`config.mk`:
```
export PLATFORM = sky130hd
export DESIGN_NAME = mem_arbiter
export DESIGN_NICKNAME = d
export VERILOG_FILES = /design/src/rtl/mem_arbiter.sv
export SDC_FILE = /design/constraint.sdc
export NUM_CORES = 1
export LEC_CHECK = 0
export CORE_MARGIN = 1
export CORE_UTILIZATION = 46
export CTS_BUF_LIST = sky130_fd_sc_hd__clkbuf_4 sky130_fd_sc_hd__clkbuf_8
export DETAILED_ROUTE_END_ITERATION = 8
export GPL_TIMING_DRIVEN = 0
export PLACE_DENSITY = 0.88
export RECOVER_POWER = 50
export SETUP_SLACK_MARGIN = 0.3
export SYNTH_ARGS = -nofsm -noshare
export SYNTH_HDL_FRONTEND = slang
export SYNTH_SLANG_ARGS = --single-unit
```
`constraint.sdc`:
```
create_clock -name clk -period 2.4 [get_ports clk]
set_input_delay 0.24 -clock clk [delete_from_list [all_inputs] [get_ports clk]]
set_output_delay 0.24 -clock clk [all_outputs]
set_load 0.03 [all_outputs]
```
`src/rtl/mem_arbiter.sv`:
```
// rtl/mem_arbiter.sv - round-robin I/D memory arbiter, one fixed-latency transaction in flight
// Outputs other than captured read data and grant counters are decoded from the FSM state.
module mem_arbiter #(
   parameter int LAT = 4
) (
   input  logic        clk,
   input  logic        rst,
   input  logic        i_req,
   input  logic [15:0] i_addr,
   output logic        i_done,
   output logic [15:0] i_data,
   input  logic        d_req,
   input  logic        d_wr,
   input  logic [15:0] d_addr,
   input  logic [15:0] d_wdata,
   output logic        d_done,
   output logic [15:0] d_data,
   output logic        mem_en,
   output logic        mem_wr,
   output logic [15:0] mem_addr,
   output logic [15:0] mem_wdata,
   input  logic [15:0] mem_rdata,
   output logic [15:0] i_grant_cnt,
   output logic [15:0] d_grant_cnt
);

   localparam logic [1:0] ST_IDLE  = 2'd0;
   localparam logic [1:0] ST_ISSUE = 2'd1;
   localparam logic [1:0] ST_WAIT  = 2'd2;
   localparam logic [1:0] ST_DONE  = 2'd3;
   localparam logic [3:0] LAT_LOAD = 4'(LAT - 1);

   logic [1:0]  state_q, state_d;
   logic        last_d_q, last_d_d;   // 1 when the data side won the previous grant
   logic        sel_d_q, sel_d_d;
   logic        wr_q, wr_d;
   logic [15:0] addr_q, addr_d;
   logic [15:0] wdata_q, wdata_d;
   logic [3:0]  lat_q, lat_d;
   logic [15:0] i_data_q, i_data_d;
   logic [15:0] d_data_q, d_data_d;
   logic [15:0] i_cnt_q, i_cnt_d;
   logic [15:0] d_cnt_q, d_cnt_d;
   logic        win_d;

   always_comb begin
      state_d  = state_q;
      last_d_d = last_d_q;
      sel_d_d  = sel_d_q;
      wr_d     = wr_q;
      addr_d   = addr_q;
      wdata_d  = wdata_q;
      lat_d    = lat_q;
      i_data_d = i_data_q;
      d_data_d = d_data_q;
      i_cnt_d  = i_cnt_q;
      d_cnt_d  = d_cnt_q;
      win_d    = 1'b0;
      case (state_q)
         ST_IDLE: begin
            if (i_req || d_req) begin
               win_d    = d_req && (!i_req || !last_d_q);
               sel_d_d  = win_d;
               last_d_d = win_d;
               wr_d     = win_d ? d_wr : 1'b0;
               addr_d   = win_d ? d_addr : i_addr;
               wdata_d  = win_d ? d_wdata : 16'h0000;
               state_d  = ST_ISSUE;
            end
         end
         ST_ISSUE: begin
            lat_d   = LAT_LOAD;
            state_d = ST_WAIT;
         end
         ST_WAIT: begin
            // Last wait cycle is exactly LAT cycles after ISSUE: read data is on mem_rdata now.
            if (lat_q == 4'd0) begin
               if (!wr_q) begin
                  if (sel_d_q) d_data_d = mem_rdata;
                  else         i_data_d = mem_rdata;
               end
               state_d = ST_DONE;
            end else begin
               lat_d = lat_q - 4'd1;
            end
         end
         default: begin
            if (sel_d_q) begin
               if (d_cnt_q != 16'hFFFF) d_cnt_d = d_cnt_q + 16'd1;
            end else begin
               if (i_cnt_q != 16'hFFFF) i_cnt_d = i_cnt_q + 16'd1;
            end
            state_d = ST_IDLE;
         end
      endcase
   end

   always_ff @(posedge clk) begin
      if (rst) begin
         state_q  <= ST_IDLE;
         last_d_q <= 1'b0;
         sel_d_q  <= 1'b0;
         wr_q     <= 1'b0;
         addr_q   <= 16'h0000;
         wdata_q  <= 16'h0000;
         lat_q    <= 4'd0;
         i_data_q <= 16'h0000;
         d_data_q <= 16'h0000;
         i_cnt_q  <= 16'h0000;
         d_cnt_q  <= 16'h0000;
      end else begin
         state_q  <= state_d;
         last_d_q <= last_d_d;
         sel_d_q  <= sel_d_d;
         wr_q     <= wr_d;
         addr_q   <= addr_d;
         wdata_q  <= wdata_d;
         lat_q    <= lat_d;
         i_data_q <= i_data_d;
         d_data_q <= d_data_d;
         i_cnt_q  <= i_cnt_d;
         d_cnt_q  <= d_cnt_d;
      end
   end

   assign mem_en      = (state_q == ST_ISSUE);
   assign mem_wr      = mem_en && wr_q;
   assign mem_addr    = mem_en ? addr_q : 16'h0000;
   assign mem_wdata   = mem_en ? wdata_q : 16'h0000;
   assign i_done      = (state_q == ST_DONE) && !sel_d_q;
   assign d_done      = (state_q == ST_DONE) && sel_d_q;
   assign i_data      = i_data_q;
   assign d_data      = d_data_q;
   assign i_grant_cnt = i_cnt_q;
   assign d_grant_cnt = d_cnt_q;

endmodule

```
After elaboration in Yosys (flattened, before gate mapping)
Cells that the tools add are included.
{"block": "classes", "n_eq_ne": 8, "add_sub_neg": 3, "muxes": 10, "bitwise": 3, "n_reduce_logical": 19}
{"cell": "two-way mux 16 bit", "count": 4}
{"cell": "adder 16 x 1 -> 16 bit (second input constant)", "count": 2}
{"cell": "!= test 16 bit (second input constant)", "count": 2}
{"cell": "case mux 4 bit (2 select lines)", "count": 1}
{"cell": "AND reduction 4 bit", "count": 2}
{"cell": "!= test 2 bit (second input constant)", "count": 3}
{"cell": "case mux 2 bit (3 select lines)", "count": 1}
{"cell": "AND reduction 2 bit", "count": 3}
{"cell": "AND reduction 3 bit", "count": 2}
{"cell": "equality test 2 bit (second input constant)", "count": 2}
{"cell": "logical AND 1 bit", "count": 4}
{"cell": "zero test 4 bit", "count": 1}
{"cell": "two-way mux 2 bit", "count": 2}
{"cell": "two-way mux 4 bit", "count": 1}
{"cell": "subtractor 4 x 1 -> 4 bit (second input constant)", "count": 1}
{"cell": "NOT 1 bit", "count": 3}
{"cell": "OR reduction 3 bit", "count": 1}
{"cell": "equality test 2 x 1 -> 1 bit (second input constant)", "count": 1}
{"cell": "zero test 1 bit", "count": 2}
{"cell": "zero test 2 bit", "count": 1}
{"cell": "logical OR 1 bit", "count": 2}
{"cell": "nonzero test 2 bit", "count": 1}
{"cell": "two-way mux 1 bit", "count": 1}
{"block": "word_totals", "in_bits": 69, "output_inout_bits": 100, "elab_cells": 53, "ff_bits": 104}

Longest topological paths before layout
Gate-level depths: netlist (run 1).
{"block": "depth", "ltp_word": 4, "mapped_depth": 9, "depth_no_buf": 6}

Worst setup path after synthesis (run 1)
Ideal clock, no wire load.
{"block": "synth_timing", "path_kind": "register to register", "start": "register d_cnt_q[0], in the netlist d_grant_cnt[0]", "end": "register d_cnt_q[10], in the netlist d_grant_cnt[10]", "arrival_ns": 1.840, "path_slack_ns": 0.489, "period_less_slack_ns": 1.911, "stages_incl_launch_ff": 6, "setup_ns": 0.070, "t_required_ns": 2.330, "path_buffers": 0, "path_cell_list": "dfxtp_1 -> ha_1 -> nand3_1 -> or4_1 -> or3_1 -> a21oi_1"}
{"block": "synth_via", "elab_chain_cells": 2, "word_cells_on_any_way": 3, "classes_between": "1 x add/sub; 1 x eq/ne; 1 x reduce/logical"}
{"element": "from (decl)", "line": "43", "rtl": "logic [15:0] d_cnt_q, d_cnt_d;"}
{"element": "from (signal assigned)", "line": "122", "rtl": "d_cnt_q <= d_cnt_d;"}
{"element": "branches (longest 2 deep; another with adder 16 x 1 -> 16 bit)"}
Several ways; the timed one is not identified.
A chain may end at the register's enable or synchronous reset.

Final worst setup path (run 1)
{"block": "layout_timing", "start": "register state_q[1]", "end": "output port mem_addr[7]"}
{"block": "layout_via", "elab_chain_cells": 2}
{"element": "from (decl)", "line": "33", "rtl": "logic [1:0] state_q, state_d;"}
{"element": "from (signal assigned)", "line": "112", "rtl": "state_q <= state_d;"}
{"element": "equality test 2 x 1 -> 1 bit", "line": "126", "rtl": "assign mem_en = (state_q == ST_ISSUE);"}
{"element": "two-way mux 16 bit", "line": "128", "rtl": "assign mem_addr = mem_en ? addr_q : 16'h0000;"}
{"element": "to (decl)", "line": "20", "rtl": "output logic [15:0] mem_addr,"}
Every way passes these cells.

==> results of run 1 <==
[worst max-delay path by stage]
stage	endpoint	slack, ns	depth (start not counted)
finish	mem_addr[7]	0.28	5
global placement	wdata_q[8]	0.14	5
global route	mem_addr[4]	0.21	5
floorplan	d_grant_cnt[10]	0.49	5
CTS	mem_addr[9]	0.24	5
detailed placement	wdata_q[13]	0.10	5
[area by class of cell]
class / count / area share [%]
repair buffers: 173 / 24.4
well taps: 133 / 2.47
multi-input cells: 371 / 36.1
clock inverters: 7 / 1.28
inverters: 13 / 0.726
plain buffers: 31 / 2.25
clock buffers: 9 / 1.84
flip-flops and latches: 104 / 31.0
[power by group]
part | switching, mW | internal (mW) | total, mW
Clock | 0.651 | 0.507 | 1.16
Sequential | 0.156 | 1.97 | 2.13
Combinational | 1.00 | 0.691 | 1.69
Total | 1.81 | 3.17 | 4.98
[critical path: stages, from the launching register on]
cell and delay, ns:
dfxtp_1 0.36, inv_1 0.09, ha_1 0.33, buf_2 0.27, and2_1 0.17, clkdlybuf4s15_2 0.30
[cell usage in the layout, fill, tap and decap left out, types with 6 or more instances in the layout]
cell and n:
dfxtp_1 104, ha_1 8, mux2_2 6, o31ai_1 10, clkbuf_8 9, clkbuf_2 20, clkdlybuf4s50_1 69, o21ai_0 9
clkbuf_1 18, nand4_1 12, mux2i_1 52, and2_1 35, nor3_1 8, or4_1 11, a21oi_1 22, buf_2 7
nand3_1 15, nand2_1 10, inv_1 12, and4_1 6, clkdlybuf4s15_2 13, or3_1 9, nor4_1 8, nor2b_1 8
dlygate4sd3_1 64, a211oi_1 19, a22oi_1 18, nor2_1 85
[routing by layer]
| metal | GRT usage, % | vias to the layer above | wire (um) |
|---|---|---|---|
| li1 | - | 2231 | - |
| met1 | 28.6 | 2177 | 5160 |
| met2 | 46.0 | 147 | 6810 |
| met3 | 4.81 | 20 | 705 |
| met4 | 9.43 | 0 | 224 |
| met5 | 0 | - | 0 |
[per-stage QoR]
step | hold slack, ns | utilization [%] | cell area (um2) | worst slack [ns] | std cells
after detailed placement | 0.488 | 66.7 | 6550 | 0.102 | 820
final | 0.490 | 68.5 | 6720 | 0.283 | 841
after global routing | 0.501 | 68.5 | 6720 | 0.205 | 841
after global placement | 0.475 | 66.7 | 6550 | 0.141 | 820
after CTS | 0.474 | 69.0 | 6770 | 0.238 | 837
after floorplan | 0.384 | - | 4700 | 0.489 | 519
[sequential cells by signal (all words and copies together) (netlist names)]
register	count
state_q	2
wr_q	1
d_data	16
wdata_q	16
d_grant_cnt	16
i_data	16
lat_q	4
i_grant_cnt	16
sel_d_q	1
addr_q	16
[repair_timing]
item | in CTS | in global routing
buffers inserted | 1 | 4
gates resized for setup | 74 | 33
pin swaps | 1 | 1
gates cloned | 0 | 0
setup endpoints to repair | 46 | 36
[logic make-up (layout without fill, tap and decap cells)]
group,Yosys count,count (layout),share of synthesized area [%]
flip-flops,104,104,44.3
multiplexers,58,58,12.5
AO/OA/AOI/OAI,85,85,12.1
XOR/XNOR,2,2,0.373
adder cells (fa/ha/maj),8,8,2.13
buffers and inverters,44,233,4.10
AND/OR/NAND/NOR,218,218,24.5
==> impl_metrics.env, run 1 <==
export IMPL_rr_endpoint="i_data[7]"
export IMPL_areaGrowthSynthToFinish_pct=43.1
export IMPL_synth_ff_type="dfxtp_1"
export IMPL_cts_sinks=104
export IMPL_reg2reg_slack_ns=0.36
export IMPL_fin_skew_ns=0.0109
export IMPL_first_pass_iters=4
export IMPL_ys_ff_latch=104
export IMPL_r2r_cells=9
export IMPL_cts_buffers=9
export IMPL_grt_pass1_wl_um=21100
export IMPL_cp_max_fo=10
export IMPL_hold_path_end="wdata_q[8]"
export IMPL_start_util_pct=47.9
export IMPL_status="completed"
export IMPL_drt_iter0_markers=192
export IMPL_synthDistinctLibCells=42
export IMPL_cp_required_ns=2.16
export IMPL_antenna_found_initial=0
export IMPL_layout_worst_path_cycle_share_pct=88.2
export IMPL_fp_dieW_um=103
export IMPL_wl_per_cell_um=15.3
export IMPL_dp_hpwl_um=9830
export IMPL_finalSetupViolCount=0
export IMPL_ant_nets=0
export IMPL_end_kind="primary output"
export IMPL_maxCapViolCount=0
export IMPL_ir_drop_mv=0.492
export IMPL_min_from="d_wdata[8]"
export IMPL_cts_root_buf="clkbuf_8"
export IMPL_slew_violations=0
export IMPL_routed_wl_um=12900
export IMPL_overflow=0
export IMPL_die_h_um=103
export IMPL_multi_input_area_mm2=0.00242
export IMPL_synth_edf_count=0
export IMPL_cts_hold_buf=0
export IMPL_viasPerCell=5.44
export IMPL_syn_nets=596
export IMPL_p_per_area_mw_per_mm2=741
export IMPL_nets=780
export IMPL_post_route_min_period_ns=2.12
export IMPL_nFillCells=798
export IMPL_portBuffers=168
export IMPL_num_rows=36
export IMPL_dr_total_vias=4575
export IMPL_hold_path_class="input pin to flip-flop"
export IMPL_async_reset_ff_share_pct=0
export IMPL_yosys_warnings=0
export IMPL_cp_start_kind="flip-flop"
export IMPL_htreeDepth=3
export IMPL_synthTopCellsByArea="dfxtp_1 (44%), mux2i_1 (11%), nor2_1 (6.8%)"
export IMPL_track_usage_pct=25.0
export IMPL_max_freq_mhz=472
export IMPL_synth_area_mm2=0.00470
export IMPL_worst_slew_pin_slew_ns=0.619
export IMPL_clk_latency_ns=0.36
export IMPL_synth_avg_cell_area_um2=9.05
export IMPL_path_clk_slew_ns=0.11
export IMPL_clockBufferDepth=2
export IMPL_drc=0
export IMPL_grt_pass1_vias=4546
export IMPL_worstSetupPathType="flip-flop to primary output"
export IMPL_num_io_pins=169
export IMPL_setup_tns_ns=0
export IMPL_grt_max_degree=20
export IMPL_p_leak_nw=2.82
export IMPL_hold_viol=0
export IMPL_synth_cells=519
export IMPL_drive_gt1_share_pct=10.6
export IMPL_synth_largest_area_cell="dfxtp_1"
export IMPL_cp_arrival_ns=1.88
export IMPL_slew_headroom_pct=58.4
export IMPL_antenna_cells=0
export IMPL_tritoncts="done"
export IMPL_synth_seq_area_share_pct=44.3
export IMPL_startpoint="state_q[1]"
export IMPL_yosysMostFrequentCell="dfxtp_1"
export IMPL_power_mw=4.98
export IMPL_yosysTopAreaCellShare_pct=44.3
export IMPL_yosys_top_cells_count="dfxtp_1 (104), nor2_1 (85), mux2i_1 (52)"
export IMPL_holdPathStages=3
export IMPL_core_area_mm2=0.00982
export IMPL_die_area_mm2=0.0106
export IMPL_reg2reg_from="lat_q[0]"
export IMPL_place_gp_congestion=0.897
export IMPL_rsz0062_at_grt="true"
export IMPL_regArea_mm2=0.00208
Note: power is estimated with default switching activity, not from simulation.
==> inputs of run 2 (changes only) <==
--- a/config.mk
+++ b/config.mk
@@ -6,11 +6,10 @@
 export NUM_CORES = 1
 export LEC_CHECK = 0
 export CORE_MARGIN = 1
-export CORE_UTILIZATION = 46
-export CTS_BUF_LIST = sky130_fd_sc_hd__clkbuf_4 sky130_fd_sc_hd__clkbuf_8
+export CORE_UTILIZATION = 45
 export DETAILED_ROUTE_END_ITERATION = 8
 export GPL_TIMING_DRIVEN = 0
-export PLACE_DENSITY = 0.88
+export PLACE_DENSITY = 0.86
 export RECOVER_POWER = 50
 export SETUP_SLACK_MARGIN = 0.3
 export SYNTH_ARGS = -nofsm -noshare
==> run 2 against run 1 <==
Worst setup slack improved by 0.046 ns; critical endpoint is now mem_wdata[12]; critical path type unchanged; clock-buffer cell count unchanged; combinational power is 2% lower; critical path depth stayed put; clock power fell by 4%; cell area down 0.48%; sequential power about the same; highest routed layer unchanged; power shrank 2.0%; sequential share of layout area rose by 0.15 points; worst hold slack improved by 0.0062 ns; utilization is 1.3 points lower; largest cell class unchanged.
==> impl_metrics.env, run 2 (synthesis gave the netlist of run 1 again) <==
export IMPL_p_leak_nw=2.81
export IMPL_max_freq_mhz=483
export IMPL_r2r_cells=9
export IMPL_multi_input_area_mm2=0.00244
export IMPL_p_switching_mw=1.83
export IMPL_setup_tns_ns=0
export IMPL_dr_total_vias=4563
export IMPL_slew_headroom_pct=58.9
export IMPL_seq_power_share_pct=43.6
export IMPL_nFillCells=793
export IMPL_grt_pass1_vias=4461
export IMPL_p_per_area_mw_per_mm2=729
export IMPL_pwr_share_comb_pct=33.8
export IMPL_final_common_cell="dfxtp_1"
export IMPL_slew_violations=0
export IMPL_maxUsedRoutingLayer="met4"
export IMPL_rr_endpoint="i_data[1]"
export IMPL_dp_hpwl_um=9610
export IMPL_hold_ws_ns=0.497
export IMPL_p_sw_share_pct=37.5
export IMPL_viasPerCell=5.44
export IMPL_htreeDepth=3
export IMPL_cts_buffers=9
export IMPL_die_h_um=104
export IMPL_cts_hold_buf=0
export IMPL_grt_pass1_wl_um=21200
export IMPL_end_kind="primary output"
export IMPL_drc=0
export IMPL_hold_path_end="wdata_q[8]"
export IMPL_internal_power_mw=3.05
export IMPL_regArea_mm2=0.00208
export IMPL_portBuffers=168
export IMPL_holdPathStages=3
export IMPL_final_cell_mix="dfxtp_1 (104), nor2_1 (85), clkdlybuf4s50_1 (68)"
export IMPL_dp_cells=820
export IMPL_final_cells=839
export IMPL_worst_slew_pin_slew_ns=0.611
export IMPL_clkPwrFrac_pct=22.7
export IMPL_start_util_pct=47.2
export IMPL_cp_max_fo=10
export IMPL_grt_max_degree=22
export IMPL_reg2reg_slack_ns=0.41
export IMPL_reg2reg_from="lat_q[0]"
export IMPL_num_io_pins=169
export IMPL_nets=778
export IMPL_fin_skew_ns=0.0143
export IMPL_fp_dieW_um=104
export IMPL_core_area_mm2=0.00995
export IMPL_power_mw=4.88
export IMPL_clk_latency_ns=0.36
export IMPL_cts_sinks=104
export IMPL_first_pass_iters=4
export IMPL_clockBufferDepth=2
export IMPL_overflow=0
export IMPL_tritoncts="done"
export IMPL_routed_wl_um=12900
export IMPL_status="completed"
export IMPL_met2_length_um=6550
export IMPL_cp_required_ns=2.16
export IMPL_ir_drop_mv=0.492
export IMPL_ant_nets=0
export IMPL_die_area_mm2=0.0109
export IMPL_hold_path_class="input pin to flip-flop"
export IMPL_path_clk_slew_ns=0.12
export IMPL_drt_iter0_markers=197
export IMPL_worstSetupPathType="flip-flop to primary output"
export IMPL_hold_viol=0
export IMPL_wl_met1_um=5330
export IMPL_antenna_cells=0
export IMPL_drive_gt1_share_pct=10.6
export IMPL_finalSetupViolCount=0
export IMPL_wl_per_cell_um=15.3
export IMPL_wl_met3_um=670
export IMPL_track_usage_pct=23.7
export IMPL_maxCapViolCount=0
export IMPL_place_gp_congestion=0.868
export IMPL_cts_root_buf="clkbuf_8"
export IMPL_layout_worst_path_cycle_share_pct=86.3
export IMPL_post_route_min_period_ns=2.07
export IMPL_min_from="d_wdata[8]"
export IMPL_cp_arrival_ns=1.83
export IMPL_cp_start_kind="flip-flop"
export IMPL_num_rows=36
export IMPL_rsz0062_at_grt="true"
export IMPL_areaGrowthSynthToFinish_pct=42.4
export IMPL_final_util_pct=67.2
export IMPL_antenna_found_initial=0
[run 2: changes by cell type in the layout (fill, tap and decap cells not counted), moves of 2 or more]
cell	before	now
clkbuf_2	20	24
clkdlybuf4s15_2	13	10
buf_4	5	3
clkinv_8	0	2
nor4_1	8	6
nor4_2	1	3
[run 2: per-stage QoR]
stage | setup WS [ns] | area, um2
6_report | 0.330 | 6690
5_1_grt | 0.188 | 6690
4_1_cts | 0.283 | 6750
3_5_place_dp | 0.0435 | 6550
3_3_place_gp | 0.182 | 6550
2_1_floorplan | 0.489 | 4700
[run 2: worst max path at each step]
stage | startpoint | to | cells past startpoint
after CTS | state_q[1] | mem_addr[10] | 5
after detailed placement | rst | wdata_q[13] | 5
after global routing | state_q[1] | mem_wdata[6] | 5
after floorplan | d_grant_cnt[0] | d_grant_cnt[10] | 5
final | state_q[1] | mem_wdata[12] | 5
after global placement | rst | i_data[8] | 5
[run 2: critical path: stages (launching register included)]
cell             delay [ns]
dfxtp_1                0.36
inv_1                  0.08
ha_1                   0.34
clkbuf_2               0.24
and2_1                 0.16
clkdlybuf4s15_2        0.30
[run 2: per-layer routing]
layer | GRT usage [%] | vias to the layer above
met1 | 28.8 | 2169
li1 | - | 2218
met3 | 4.95 | 25
met5 | 0 | -
met4 | 8.06 | 0
met2 | 41.3 | 151
[run 2: what timing repair did]
| item | 4_1_cts | 5_1_grt |
|---|---|---|
| setup buffers | 1 | 2 |
| pin swaps | 1 | 1 |
| setup endpoints to repair | 44 | 54 |
| resized for setup | 64 | 42 |
[run 2: power groups by stage]
| stage | registers (mW) | clock network, mW | logic [mW] |
|---|---|---|---|
| 6_report | 2.13 | 1.11 | 1.65 |
| 5_1_grt | 2.16 | 1.20 | 1.79 |
| 4_1_cts | 2.13 | 1.13 | 1.69 |
| 3_5_place_dp | 2.16 | 0 | 1.72 |
| 3_3_place_gp | 2.15 | 0 | 1.66 |
| 2_1_floorplan | 2.22 | 0 | 1.02 |
[run 2: final cells by class]
class | instances | share of cell area (%)
Tap cell | 133 | 2.49
Inverter | 13 | 0.729
Clock buffer | 9 | 1.85
Clock inverter | 7 | 1.22
Timing Repair Buffer | 171 | 23.9
Buffer | 31 | 2.26
Sequential cell | 104 | 31.1
Multi-Input combinational cell | 371 | 36.4
